<file path="config.mk">
export PLATFORM = sky130hd
export DESIGN_NAME = lamp_grid_ctrl
export DESIGN_NICKNAME = d
export VERILOG_FILES = /design/src/rtl/lamp_grid_ctrl.sv
export SDC_FILE = /design/constraint.sdc
export NUM_CORES = 1
export LEC_CHECK = 0
export ABC_CLOCK_PERIOD_IN_PS = 2300
export CAP_MARGIN = 15
export CORE_ASPECT_RATIO = 1.2
export CORE_MARGIN = 2
export CORE_UTILIZATION = 49
export CTS_CLUSTER_SIZE = 14
export DETAILED_ROUTE_END_ITERATION = 8
export PLACE_DENSITY = 0.79
export RECOVER_POWER = 25
export SYNTH_ARGS = -nofsm -noshare
export SYNTH_HDL_FRONTEND = slang
export SYNTH_SLANG_ARGS = --single-unit
</file>
<file path="constraint.sdc">
create_clock -name clk -period 2.3 [get_ports clk]
set_clock_uncertainty 0.2 [all_clocks]
set_input_delay 0.345 -clock clk [delete_from_list [all_inputs] [get_ports clk]]
set_output_delay 0.345 -clock clk [all_outputs]
set_load 0.03 [all_outputs]
</file>
<file path="src/rtl/lamp_grid_ctrl.sv">
// Single-lamp cursor on a COLS x ROWS grid, stepped by edge-detected direction buttons.
// Optional hold-to-repeat behaviour is built only when LAMP_GRID_AUTOREPEAT_EN is defined.
module lamp_grid_ctrl #(
  parameter int COLS       = 4,
  parameter int ROWS       = 4,
  parameter int WRAP       = 0,
  parameter int REPEAT_DLY = 8,
  parameter int REPEAT_PER = 4,
  localparam int CW = ($clog2(COLS) < 1) ? 1 : $clog2(COLS),
  localparam int RW = ($clog2(ROWS) < 1) ? 1 : $clog2(ROWS),
  localparam int N  = COLS * ROWS
) (
  input  logic          clk,
  input  logic          clr,
  input  logic          en,
  input  logic          up,
  input  logic          down,
  input  logic          left,
  input  logic          right,
  output logic [CW-1:0] col,
  output logic [RW-1:0] row,
  output logic [N-1:0]  lamp,
  output logic          moved,
  output logic          blocked
);

  if (COLS < 2 || ROWS < 2 || REPEAT_DLY < 1 || REPEAT_PER < 1) begin : g_bad_cfg
    $error("lamp_grid_ctrl: illegal parameter set");
  end

  logic [3:0]    btn_s;
  logic [3:0]    btn_q_r;
  logic          live_r;
  logic [3:0]    press_s;
  logic          req_s;
  logic [1:0]    dir_s;
  logic          edge_s;
  logic [CW-1:0] col_n_s;
  logic [RW-1:0] row_n_s;
  logic [N-1:0]  lamp_n_s;
  logic [CW-1:0] col_r;
  logic [RW-1:0] row_r;
  logic [N-1:0]  lamp_r;
  logic          moved_r;
  logic          blocked_r;

  // dir encoding follows btn_s bit positions: 3=up, 2=down, 1=left, 0=right
  assign btn_s = {up, down, left, right};

  // live_r masks the first edge after reset so a key held through clr needs a fresh press
  assign press_s = live_r ? (btn_s & ~btn_q_r) : 4'b0000;

`ifdef LAMP_GRID_AUTOREPEAT_EN
  localparam int CMAX = (REPEAT_DLY > REPEAT_PER) ? REPEAT_DLY : REPEAT_PER;
  localparam int CNTW = ($clog2(CMAX) < 1) ? 1 : $clog2(CMAX);

  typedef enum logic [1:0] {
    S_IDLE = 2'd0,
    S_HELD = 2'd1,
    S_RPT  = 2'd2
  } rpt_state_t;

  rpt_state_t      st_r;
  logic [CNTW-1:0] cnt_r;
  logic [1:0]      trk_r;
  logic            held_s;
  logic            rpt_fire_s;

  assign held_s     = btn_s[trk_r];
  assign rpt_fire_s = held_s &&
                      (((st_r == S_HELD) && (cnt_r == CNTW'(REPEAT_DLY - 1))) ||
                       ((st_r == S_RPT)  && (cnt_r == CNTW'(REPEAT_PER - 1))));
`endif

  // Pick at most one move per cycle: fresh press by priority, else a due repeat
  always_comb begin
    req_s = 1'b0;
    dir_s = 2'd0;
    if (en) begin
      if (press_s[3]) begin
        req_s = 1'b1;
        dir_s = 2'd3;
      end else if (press_s[2]) begin
        req_s = 1'b1;
        dir_s = 2'd2;
      end else if (press_s[1]) begin
        req_s = 1'b1;
        dir_s = 2'd1;
      end else if (press_s[0]) begin
        req_s = 1'b1;
        dir_s = 2'd0;
`ifdef LAMP_GRID_AUTOREPEAT_EN
      end else if (rpt_fire_s) begin
        req_s = 1'b1;
        dir_s = trk_r;
`endif
      end else begin
        req_s = 1'b0;
      end
    end else begin
      req_s = 1'b0;
    end
  end

  // Target cell for the selected move, with clamp or wrap at the grid border
  always_comb begin
    col_n_s = col_r;
    row_n_s = row_r;
    edge_s  = 1'b0;
    if (req_s) begin
      case (dir_s)
        2'd3: begin
          if (row_r == RW'(0)) begin
            if (WRAP != 0) row_n_s = RW'(ROWS - 1);
            else           edge_s  = 1'b1;
          end else begin
            row_n_s = row_r - RW'(1);
          end
        end
        2'd2: begin
          if (row_r == RW'(ROWS - 1)) begin
            if (WRAP != 0) row_n_s = RW'(0);
            else           edge_s  = 1'b1;
          end else begin
            row_n_s = row_r + RW'(1);
          end
        end
        2'd1: begin
          if (col_r == CW'(0)) begin
            if (WRAP != 0) col_n_s = CW'(COLS - 1);
            else           edge_s  = 1'b1;
          end else begin
            col_n_s = col_r - CW'(1);
          end
        end
        2'd0: begin
          if (col_r == CW'(COLS - 1)) begin
            if (WRAP != 0) col_n_s = CW'(0);
            else           edge_s  = 1'b1;
          end else begin
            col_n_s = col_r + CW'(1);
          end
        end
        default: begin
          edge_s = 1'b0;
        end
      endcase
    end else begin
      edge_s = 1'b0;
    end
  end

  // One-hot decode of the target cell
  always_comb begin
    lamp_n_s = '0;
    for (int r = 0; r < ROWS; r++) begin
      for (int c = 0; c < COLS; c++) begin
        lamp_n_s[r*COLS + c] = (row_n_s == RW'(r)) && (col_n_s == CW'(c));
      end
    end
  end

  // Button history, position, lamp and status pulses
  always_ff @(posedge clk or negedge clr) begin
    if (!clr) begin
      btn_q_r   <= 4'b0000;
      live_r    <= 1'b0;
      col_r     <= '0;
      row_r     <= '0;
      lamp_r    <= N'(1);
      moved_r   <= 1'b0;
      blocked_r <= 1'b0;
    end else begin
      btn_q_r <= btn_s;
      live_r  <= 1'b1;
      if (en) begin
        col_r     <= col_n_s;
        row_r     <= row_n_s;
        lamp_r    <= lamp_n_s;
        moved_r   <= req_s & ~edge_s;
        blocked_r <= req_s & edge_s;
      end else begin
        moved_r   <= 1'b0;
        blocked_r <= 1'b0;
      end
    end
  end

`ifdef LAMP_GRID_AUTOREPEAT_EN
  // Repeat FSM: any fresh press re-arms the delay and retargets the tracked key
  always_ff @(posedge clk or negedge clr) begin
    if (!clr) begin
      st_r  <= S_IDLE;
      cnt_r <= '0;
      trk_r <= 2'd0;
    end else if (!en) begin
      cnt_r <= '0;
    end else if (|press_s) begin
      st_r  <= S_HELD;
      cnt_r <= '0;
      trk_r <= dir_s;
    end else begin
      case (st_r)
        S_IDLE: begin
          cnt_r <= '0;
        end
        S_HELD: begin
          if (!held_s) begin
            st_r  <= S_IDLE;
            cnt_r <= '0;
          end else if (cnt_r == CNTW'(REPEAT_DLY - 1)) begin
            st_r  <= S_RPT;
            cnt_r <= '0;
          end else begin
            cnt_r <= cnt_r + CNTW'(1);
          end
        end
        S_RPT: begin
          if (!held_s) begin
            st_r  <= S_IDLE;
            cnt_r <= '0;
          end else if (cnt_r == CNTW'(REPEAT_PER - 1)) begin
            cnt_r <= '0;
          end else begin
            cnt_r <= cnt_r + CNTW'(1);
          end
        end
        default: begin
          st_r  <= S_IDLE;
          cnt_r <= '0;
        end
      endcase
    end
  end
`endif

  assign col     = col_r;
  assign row     = row_r;
  assign lamp    = lamp_r;
  assign moved   = moved_r;
  assign blocked = blocked_r;

endmodule
</file>
==> results.sh, run 1 <==
export IMPL_status="finished, final reports clean"
export IMPL_ctsLongestPathBuffers=2
export IMPL_worst_pin_slew_ns=1.404
export IMPL_drcViolationCount=0
export IMPL_seq_area_frac_synth_pct=50.75
export IMPL_synth_cell_type_count=41
export IMPL_r2r_cells=5
export IMPL_crit_family="buffers and inverters"
export IMPL_start_util_pct=52.25
export IMPL_detail_route_wl_per_cell_um=13.81
export IMPL_yosysTopAreaCell="dfrtp_1"
export IMPL_drt_total_wl_um=2832
export IMPL_grt_start_max_net_pins=28
export IMPL_netlist_instances=138
export IMPL_numCtsBuffers=3
export IMPL_place_congestion=0.8372
export IMPL_drtAntennaViolNets=0
export IMPL_r2r_end="lamp[10]"
export IMPL_clock_sinks=27
export IMPL_die_h_um=61.15
export IMPL_vias=1118
export IMPL_synth_top_cell_area_share_pct=48.78
export IMPL_async_reset_ff_share_pct=100.0
export IMPL_vias_per_cell=5.454
export IMPL_final_common_cell="dfrtp_1"
export IMPL_critPathKind="reg -> out"
export IMPL_required_ns=1.75
export IMPL_drive_gt1_share_pct=14.53
export IMPL_holdPathEnd="lamp[0]"
export IMPL_postSynthAreaPerCell_um2=9.665
export IMPL_ctsResizeCount=0
export IMPL_synth_ff_type="dfrtp_1"
export IMPL_finalSetupViolations=0
export IMPL_holdPathStages=2
export IMPL_overflow=0
export IMPL_end_kind="output port"
export IMPL_cts_root_buf="clkbuf_4"
export IMPL_floorplan_die_width_um=51.63
export IMPL_syn_num_nets=145
export IMPL_slowest_stage="clkdlybuf4s50_1"
export IMPL_syn_area_um2=1334
export IMPL_seq_area_um2=676.9
export IMPL_dp_hpwl_um=2225
export IMPL_rsz0062_at_grt="false"
export IMPL_startpoint_type="register"
export IMPL_p_leak_nw=0.7102
export IMPL_path_cells="clkdlybuf4s50_1"
export IMPL_worstHoldStart="lamp[0]"
export IMPL_cts_clk_slew_worst_paths_ns=0.15
export IMPL_period_needed_ns=2.179
export IMPL_max_stage_delay_ns=0.74
export IMPL_nets=180
export IMPL_slew_headroom_pct=6.413
export IMPL_max_cap_viol_count=0
export IMPL_fin_area_um2=1713
export IMPL_ir_worst_vdd_v=0.0004798
export IMPL_clock_latency_ns=0.32
export IMPL_placed_area_um2=1690
export IMPL_drtIter0Drc=15
export IMPL_postCtsSetupBuffers=0
export IMPL_final_cell_mix="dfrtp_1, clkdlybuf4s50_1, inv_1"
export IMPL_placedCellCount=201
export IMPL_firstDrtPassIters=5
export IMPL_max_clock_freq_mhz=458.9
export IMPL_rows=20
export IMPL_ys_ff_latch=27
export IMPL_synth_top_cells_by_area="dfrtp_1, o22ai_1, inv_1"
export IMPL_hold_viol=0
export IMPL_path_buf_inv=1
export IMPL_fillers=230
export IMPL_track_usage_pct=20.27
export IMPL_grt_pass1_wl_um=4816
export IMPL_cts_htree_levels=1
export IMPL_io_pins=29
export IMPL_critPathMaxFanout=11
export IMPL_n_antenna_cell=0
export IMPL_multi_input_area_um2=560.5
export IMPL_grt_pass1_vias=1044
export IMPL_areaGrowthSynthToFinish_pct=28.42
export IMPL_core_um2=2552
export IMPL_powerDensity_nw_per_um2=894.3
export IMPL_crit_arrival_ns=1.63
export IMPL_post_route_period_util_pct=94.74
export IMPL_rrSetupSlack_ns=0.47
export IMPL_postCtsHoldBufs=0
export IMPL_antenna_found_initial=0
export IMPL_final_cells=205
export IMPL_synth_warnings=0
export IMPL_synth_edf_count=0
export IMPL_die_area_um2=3157
export IMPL_cts_tree="yes"
export IMPL_min_path_type="reg -> reg"
export IMPL_portBuffers=28
export IMPL_reg2reg_from="live_r"
export IMPL_slew_viol_final=0
## stage by stage
step | setup TNS (ns) | worst slack, ns | util (%) | total power [mW] | hold slack, ns
3_5_place_dp | -0.1048 | -0.04765 | 66.23 | 1.348 | 0.2792
5_1_grt | 0 | 0.05157 | 67.11 | 1.627 | 0.3331
2_1_floorplan | 0 | 0.5744 | - | 1.082 | -0.1506
4_1_cts | 0 | 0.1135 | 67.25 | 1.549 | 0.1804
6_report | 0 | 0.1210 | 67.11 | 1.532 | 0.2996
3_3_place_gp | 0 | 0.03014 | 66.23 | 1.332 | 0.2671
## worst max path at each step
stage / endpoint / startpoint / slack, ns / cells after the start
floorplan: blocked / col[0] / 0.57 / 5
global placement: lamp[6] / en / 0.03 / 6
detailed placement: lamp[6] / en / -0.05 / 6
CTS: row[0] / row[0] / 0.11 / 1
global route: row[0] / row[0] / 0.05 / 1
finish: row[0] / row[0] / 0.12 / 1
## cell type report
type / count / area share, %
Multi-Input combinational cell: 86 / 32.72
Tap cell: 33 / 2.411
Sequential cell: 27 / 39.52
Clock buffer: 4 / 1.534
Timing Repair Buffer: 36 / 19.65
Inverter: 19 / 4.164
## report_power, final
part / internal [mW] / leakage (nW) / switching, mW
combinational: 0.290 / 0.352 / 0.386
clock: 0.0677 / 0.0150 / 0.133
sequential: 0.557 / 0.343 / 0.0978
total: 0.915 / 0.710 / 0.617
## synth_stat cells, drive strengths merged (2+ instances only)
cell and instances:
a31oi 3, nand2b 4, nand2 12, a21oi 6, dfrtp 26, clkbuf 4
inv 19, nand4b 2, buf 2, o21ai 10, nor2 9, nor2b 3
o22ai 17, and2 2
## cells by family (layout without fill, tap and decap cells)
| kind of cell | after synthesis | count (layout) | synth area share, % |
|---|---|---|---|
| AOI/OAI and AO/OA | 43 | 43 | 23.73 |
| and+or+nand+nor | 40 | 40 | 16.60 |
| DFF | 27 | 27 | 50.75 |
| buffers and inverters | 25 | 59 | 7.223 |
| other | 1 | 1 | 0.2812 |
| xor gates and xnor gates | 1 | 1 | 0.6568 |
| muxes | 1 | 1 | 0.7505 |
## registers in the layout (all words and copies together) (netlist names)
name	count
col	2
row	2
live_r	1
moved	1
btn_q_r	4
blocked	1
lamp	16
## per-layer routing
metal	wire (um)	global-route usage, %	up-vias
met4	59	8.271	0
met3	114	2.184	8
met2	1475	35.53	37
met1	1181	25.83	526
li1	-	-	547
met5	0	0	-
(Power assumes the default switching activity.)
==> run 2, diff against run 1 <==
--- a/config.mk
+++ b/config.mk
@@ -7,12 +7,14 @@
 export LEC_CHECK = 0
 export ABC_CLOCK_PERIOD_IN_PS = 2300
 export CAP_MARGIN = 15
+export CELL_PAD_IN_SITES_DETAIL_PLACEMENT = 2
+export CELL_PAD_IN_SITES_GLOBAL_PLACEMENT = 2
 export CORE_ASPECT_RATIO = 1.2
 export CORE_MARGIN = 2
-export CORE_UTILIZATION = 49
+export CORE_UTILIZATION = 30
 export CTS_CLUSTER_SIZE = 14
 export DETAILED_ROUTE_END_ITERATION = 8
-export PLACE_DENSITY = 0.79
+export PLACE_DENSITY = 0.78
 export RECOVER_POWER = 25
 export SYNTH_ARGS = -nofsm -noshare
 export SYNTH_HDL_FRONTEND = slang
==> run 2 against run 1 <==
Compared with the run above: the run now ends with max-capacitance violations, max-slew violations left; sequential power is 0.9% higher; final area is 4.5% higher; final cell count is 13% higher; register-to-register slack worse by 0.11 ns; critical path type is now in -> reg; largest cell class unchanged; largest power group unchanged; highest routed layer unchanged.
==> results.sh, run 2 (synthesized netlist as in run 1, its figures left out) <==
export IMPL_rsz0062_at_grt="false"
export IMPL_dp_hpwl_um=3133
export IMPL_place_congestion=0.7702
export IMPL_r2r_end="lamp[5]"
export IMPL_cp_endpoint="lamp[5]"
export IMPL_ctsLongestPathBuffers=2
export IMPL_use_met3_pct=1.466
export IMPL_drt_total_wl_um=3874
export IMPL_grt_pass1_wl_um=6444
export IMPL_nets=184
export IMPL_period_needed_ns=2.169
export IMPL_detail_route_wl_per_cell_um=16.70
export IMPL_worst_pin_slew_ns=1.518
export IMPL_hold_viol=0
export IMPL_slew_viol_final=28
export IMPL_drive_gt1_share_pct=16.48
export IMPL_clock_latency_ns=0.27
export IMPL_drtAntennaViolNets=0
export IMPL_postCtsSetupBuffers=0
export IMPL_slew_headroom_pct=-1.173
export IMPL_status="finished with violations"
export IMPL_numCtsBuffers=3
export IMPL_gr_max_usage_layer="met2"
export IMPL_drtIter0Drc=9
export IMPL_cts_clk_slew_worst_paths_ns=0.09
export IMPL_floorplan_die_width_um=64.87
export IMPL_p_leak_nw=0.7352
export IMPL_multi_input_area_um2=560.5
export IMPL_end_kind="register"
export IMPL_powerDensity_nw_per_um2=908.6
export IMPL_grt_start_max_net_pins=28
export IMPL_grt_pass1_vias=1345
export IMPL_min_path_type="reg -> reg"
export IMPL_overflow=0
export IMPL_rows=26
export IMPL_holdWs_ns=0.2966
export IMPL_start_util_pct=31.30
export IMPL_finalSetupViolations=0
export IMPL_firstDrtPassIters=2
export IMPL_core_um2=4262
export IMPL_cts_root_buf="clkbuf_8"
export IMPL_drcViolationCount=0
export IMPL_vias=1170
export IMPL_critPathMaxFanout=9
export IMPL_crit_start="down"
export IMPL_max_cap_viol_count=1
export IMPL_startpoint_type="primary input"
export IMPL_tns_ns=0
export IMPL_largest_reg_flops=16
export IMPL_io_pins=29
export IMPL_areaGrowthSynthToFinish_pct=34.24
export IMPL_clock_sinks=27
export IMPL_crit_arrival_ns=2.10
export IMPL_track_usage_pct=16.67
export IMPL_die_h_um=77.04
export IMPL_portBuffers=28
export IMPL_n_antenna_cell=0
export IMPL_ir_worst_vdd_v=0.0002724
export IMPL_gr_usage_met1_pct=17.72
export IMPL_r2r_cells=5
export IMPL_ctsResizeCount=0
export IMPL_required_ns=2.23
export IMPL_dp_worst_setup_slack_ns=-0.1417
export IMPL_antenna_found_initial=0
export IMPL_reg2reg_from="live_r"
export IMPL_final_common_cell="dfrtp_1"
export IMPL_postCtsHoldBufs=0
export IMPL_die_area_um2=4998
export IMPL_use_met2_pct=33.30
export IMPL_critPathKind="in -> reg"
export IMPL_max_clock_freq_mhz=461.1
export IMPL_fillers=475
export IMPL_vias_per_cell=5.043
export IMPL_violations="max-capacitance violations, max-slew violations"
export IMPL_final_cell_mix="dfrtp_1, clkdlybuf4s50_1, inv_1"
export IMPL_post_route_period_util_pct=94.28
export IMPL_cts_tree="yes"
export IMPL_seq_area_um2=676.9
export IMPL_setup_ws_ns=0.1315
export IMPL_rrSetupSlack_ns=0.36
export IMPL_cts_htree_levels=1
[run 2: cell types whose count changed in the layout (fill, tap and decap cells not counted), sizes merged]
| cell | before | now |
|---|---|---|
| buf | 7 | 11 |
[run 2: per-stage QoR]
step / util, % / area (um^2) / power (mW) / std cells
6_report: 42.01 / 1790 / 1.627 / 232
5_1_grt: 42.01 / 1790 / 1.733 / 232
4_1_cts: 42.10 / 1794 / 1.657 / 232
3_5_place_dp: 41.05 / 1749 / 1.389 / 228
3_3_place_gp: 41.05 / 1749 / 1.346 / 228
2_1_floorplan: - / 1334 / 1.082 / 138
[run 2: cell type report]
class | count | share of cell area (%)
repair buffers | 40 | 20.48
inverters | 19 | 3.983
well taps | 56 | 3.913
multi-input cells | 86 | 31.31
clock buffers | 4 | 2.516
flip-flops and latches | 27 | 37.81
[run 2: worst min-delay path by stage]
stage / startpoint / cells after the start / endpoint / slack, ns
5_1_grt: lamp[0] / 2 / lamp[0] / 0.33
3_3_place_gp: lamp[0] / 2 / lamp[0] / 0.27
2_1_floorplan: clr / 0 / blocked / -0.15
6_report: lamp[0] / 2 / lamp[0] / 0.30
3_5_place_dp: lamp[0] / 2 / lamp[0] / 0.29
4_1_cts: clr / 2 / lamp[12] / 0.26
[run 2: per-layer routing]
layer / wire, um / vias to the layer above
met2: 2269 / 24
met5: 0 / -
met4: 40 / 0
met3: 120 / 4
li1: - / 555
met1: 1444 / 587
[run 2: power breakdown]
group / leakage (nW) / internal (mW) / switching [mW]
Combinational: 0.369 / 0.295 / 0.409
Clock: 0.0228 / 0.124 / 0.137
Sequential: 0.343 / 0.557 / 0.104
[run 2: critical path, cell delays in order]
cell           delay (ns)
dlygate4sd3_1        0.57
nor2b_1              0.14
buf_4                0.16
o21ai_1              0.20
o32ai_1              0.16
a31oi_2              0.36
o22ai_1              0.16
==> run 3, diff against run 2 <==
--- a/config.mk
+++ b/config.mk
@@ -5,14 +5,12 @@
 export SDC_FILE = /design/constraint.sdc
 export NUM_CORES = 1
 export LEC_CHECK = 0
-export ABC_CLOCK_PERIOD_IN_PS = 2300
+export ABC_CLOCK_PERIOD_IN_PS = 2000
 export CAP_MARGIN = 15
 export CELL_PAD_IN_SITES_DETAIL_PLACEMENT = 2
 export CELL_PAD_IN_SITES_GLOBAL_PLACEMENT = 2
-export CORE_ASPECT_RATIO = 1.2
 export CORE_MARGIN = 2
 export CORE_UTILIZATION = 30
-export CTS_CLUSTER_SIZE = 14
 export DETAILED_ROUTE_END_ITERATION = 8
 export PLACE_DENSITY = 0.78
 export RECOVER_POWER = 25
==> constraint.sdc (replaced) <==
create_clock -name clk -period 2 [get_ports clk]
set_clock_uncertainty 0.2 [all_clocks]
set_input_delay 0.3 -clock clk [delete_from_list [all_inputs] [get_ports clk]]
set_output_delay 0.3 -clock clk [all_outputs]
set_load 0.03 [all_outputs]
==> run 3 against run 2 <==
Compared with the run above: the run now ends clean; hold slack got worse by 0.27 ns; sequential share of layout area fell by 2.7 points; total power up 19%; global-route usage is essentially flat; count of clock-buffer cells in the layout unchanged; utilization grew 2.5 points; wire length rose by 3.1%; clock power increased by 18%; first-iteration DRC count increased to 4.0 times the previous value; die area is essentially flat; register-to-register slack got worse by 0.24 ns; largest cell class unchanged; highest routed layer unchanged.
==> results.sh, run 3 (synthesized netlist as in run 1, its figures left out) <==
export IMPL_status="finished, final reports clean"
export IMPL_r2r_cells=5
export IMPL_core_um2=4324
export IMPL_final_common_cell="buf_4"
export IMPL_place_congestion=0.7954
export IMPL_overflow=0
export IMPL_clock_sinks=27
export IMPL_rows=24
export IMPL_holdPathEnd="btn_q_r[3]"
export IMPL_slew_headroom_pct=53.69
export IMPL_start_util_pct=30.84
export IMPL_drcViolationCount=0
export IMPL_antenna_found_initial=0
export IMPL_cts_tree="yes"
export IMPL_cts_clk_slew_worst_paths_ns=0.09
export IMPL_ir_worst_vdd_v=0.0002847
export IMPL_max_cap_viol_count=0
export IMPL_crit_arrival_ns=1.91
export IMPL_drtIter0Drc=36
export IMPL_slowest_stage="dlygate4sd3_1"
export IMPL_placedCellCount=241
export IMPL_r2r_end="lamp[5]"
export IMPL_numCtsBuffers=3
export IMPL_track_usage_pct=16.64
export IMPL_rrSetupSlack_ns=0.12
export IMPL_required_ns=1.94
export IMPL_nets=201
export IMPL_final_cell_mix="buf_4, dfrtp_1, clkdlybuf4s50_1"
export IMPL_final_cells=245
export IMPL_end_kind="register"
export IMPL_ctsLongestPathBuffers=2
export IMPL_crit_family="compound AO/OA/AOI/OAI gates"
export IMPL_grt_pass1_wl_um=6651
export IMPL_vias=1220
export IMPL_grt_pass1_vias=1314
export IMPL_holdPathStages=1
export IMPL_die_h_um=70.68
export IMPL_min_path_type="in -> reg"
export IMPL_vias_per_cell=4.980
export IMPL_dp_hpwl_um=3050
export IMPL_clock_latency_ns=0.27
export IMPL_worstHoldStart="up"
export IMPL_path_buf_inv=1
export IMPL_cts_htree_levels=1
export IMPL_cts_root_buf="clkbuf_8"
export IMPL_max_stage_delay_ns=0.59
export IMPL_n_antenna_cell=0
export IMPL_largest_reg_flops=16
export IMPL_fillers=485
export IMPL_finalSetupViolations=0
export IMPL_drtAntennaViolNets=0
export IMPL_detail_route_wl_per_cell_um=16.31
export IMPL_period_needed_ns=1.970
export IMPL_postCtsHoldBufs=0
export IMPL_finalPower_mw=1.938
export IMPL_hold_viol=0
export IMPL_fin_area_um2=1927
export IMPL_reg2reg_from="live_r"
export IMPL_portBuffers=28
export IMPL_p_leak_nw=0.8305
export IMPL_post_route_period_util_pct=98.52
export IMPL_io_pins=29
export IMPL_drive_gt1_share_pct=24.87
export IMPL_floorplan_die_width_um=70.68
export IMPL_worst_pin_slew_ns=0.6946
export IMPL_grt_start_max_net_pins=28
export IMPL_drt_total_wl_um=3995
export IMPL_holdWs_ns=0.02675
export IMPL_powerDensity_nw_per_um2=1006
export IMPL_setup_ws_ns=0.02957
export IMPL_critPathKind="in -> reg"
export IMPL_dp_worst_setup_slack_ns=-0.2235
export IMPL_firstDrtPassIters=4
export IMPL_areaGrowthSynthToFinish_pct=44.47
export IMPL_placed_area_um2=1872
export IMPL_startpoint_type="primary input"
export IMPL_path_cells="dlygate4sd3_1, nand4b_2, o21ai_1, o32ai_1, a31oi_2, o22ai_1"
export IMPL_die_area_um2=4995
export IMPL_critPathMaxFanout=4
export IMPL_max_clock_freq_mhz=507.5
export IMPL_slew_viol_final=0
[run 3: worst register-to-register path: stages (launching register included)]
cell	delay (ns)
dfrtp_1	0.50
nand4b_2	0.20
o21ai_1	0.29
o32ai_1	0.16
a31oi_2	0.26
o22ai_1	0.13
[run 3: where the power goes]
part,total (mW),leakage [nW],switching (mW),internal [mW]
Clock,0.309,0.0228,0.166,0.143
Sequential,0.722,0.343,0.0807,0.641
Combinational,0.907,0.465,0.523,0.384
[run 3: cell type report]
type                       instances  area [um^2]  area share [%]
clock buffer                       4        45.04           2.338
multi-input combinational         86        574.3           29.81
sequential                        27        676.9           35.13
inverter                          19        71.32           3.701
tap                               52        65.06           3.377
timing repair buffer              57        494.2           25.65
[run 3: repair_timing]
action | in CTS | in global routing
setup endpoints to repair | 1 | 10
gates cloned | 0 | 0
hold endpoints to repair | 0 | 0
setup buffers | 0 | 0
gates resized for setup | 1 | 5
[run 3: metrics by stage]
stage / TNS [ns] / utilization, %
floorplan: 0 / -
global placement: -2.176 / 43.29
detailed placement: -3.537 / 43.29
CTS: 0 / 44.30
global route: -0.3252 / 44.56
finish: 0 / 44.56
[run 3: routing by layer]
layer | share of wire [%] | up-vias | wire length (um) | track usage, %
met2 | 53 | 25 | 2112 | 31.66
met4 | 0.75 | 0 | 30 | 2.516
met3 | 3.1 | 4 | 123 | 1.852
li1 | - | 588 | - | -
met5 | 0 | - | 0 | 0
met1 | 43 | 603 | 1729 | 20.65
[run 3: worst max-delay path by stage]
| stage | to | startpoint | cells past startpoint |
|---|---|---|---|
| 5_1_grt | lamp[5] | left | 6 |
| 3_3_place_gp | lamp[7] | down | 8 |
| 3_5_place_dp | lamp[8] | up | 7 |
| 6_report | lamp[5] | left | 6 |
| 4_1_cts | lamp[6] | en | 7 |
| 2_1_floorplan | blocked | col[0] | 5 |
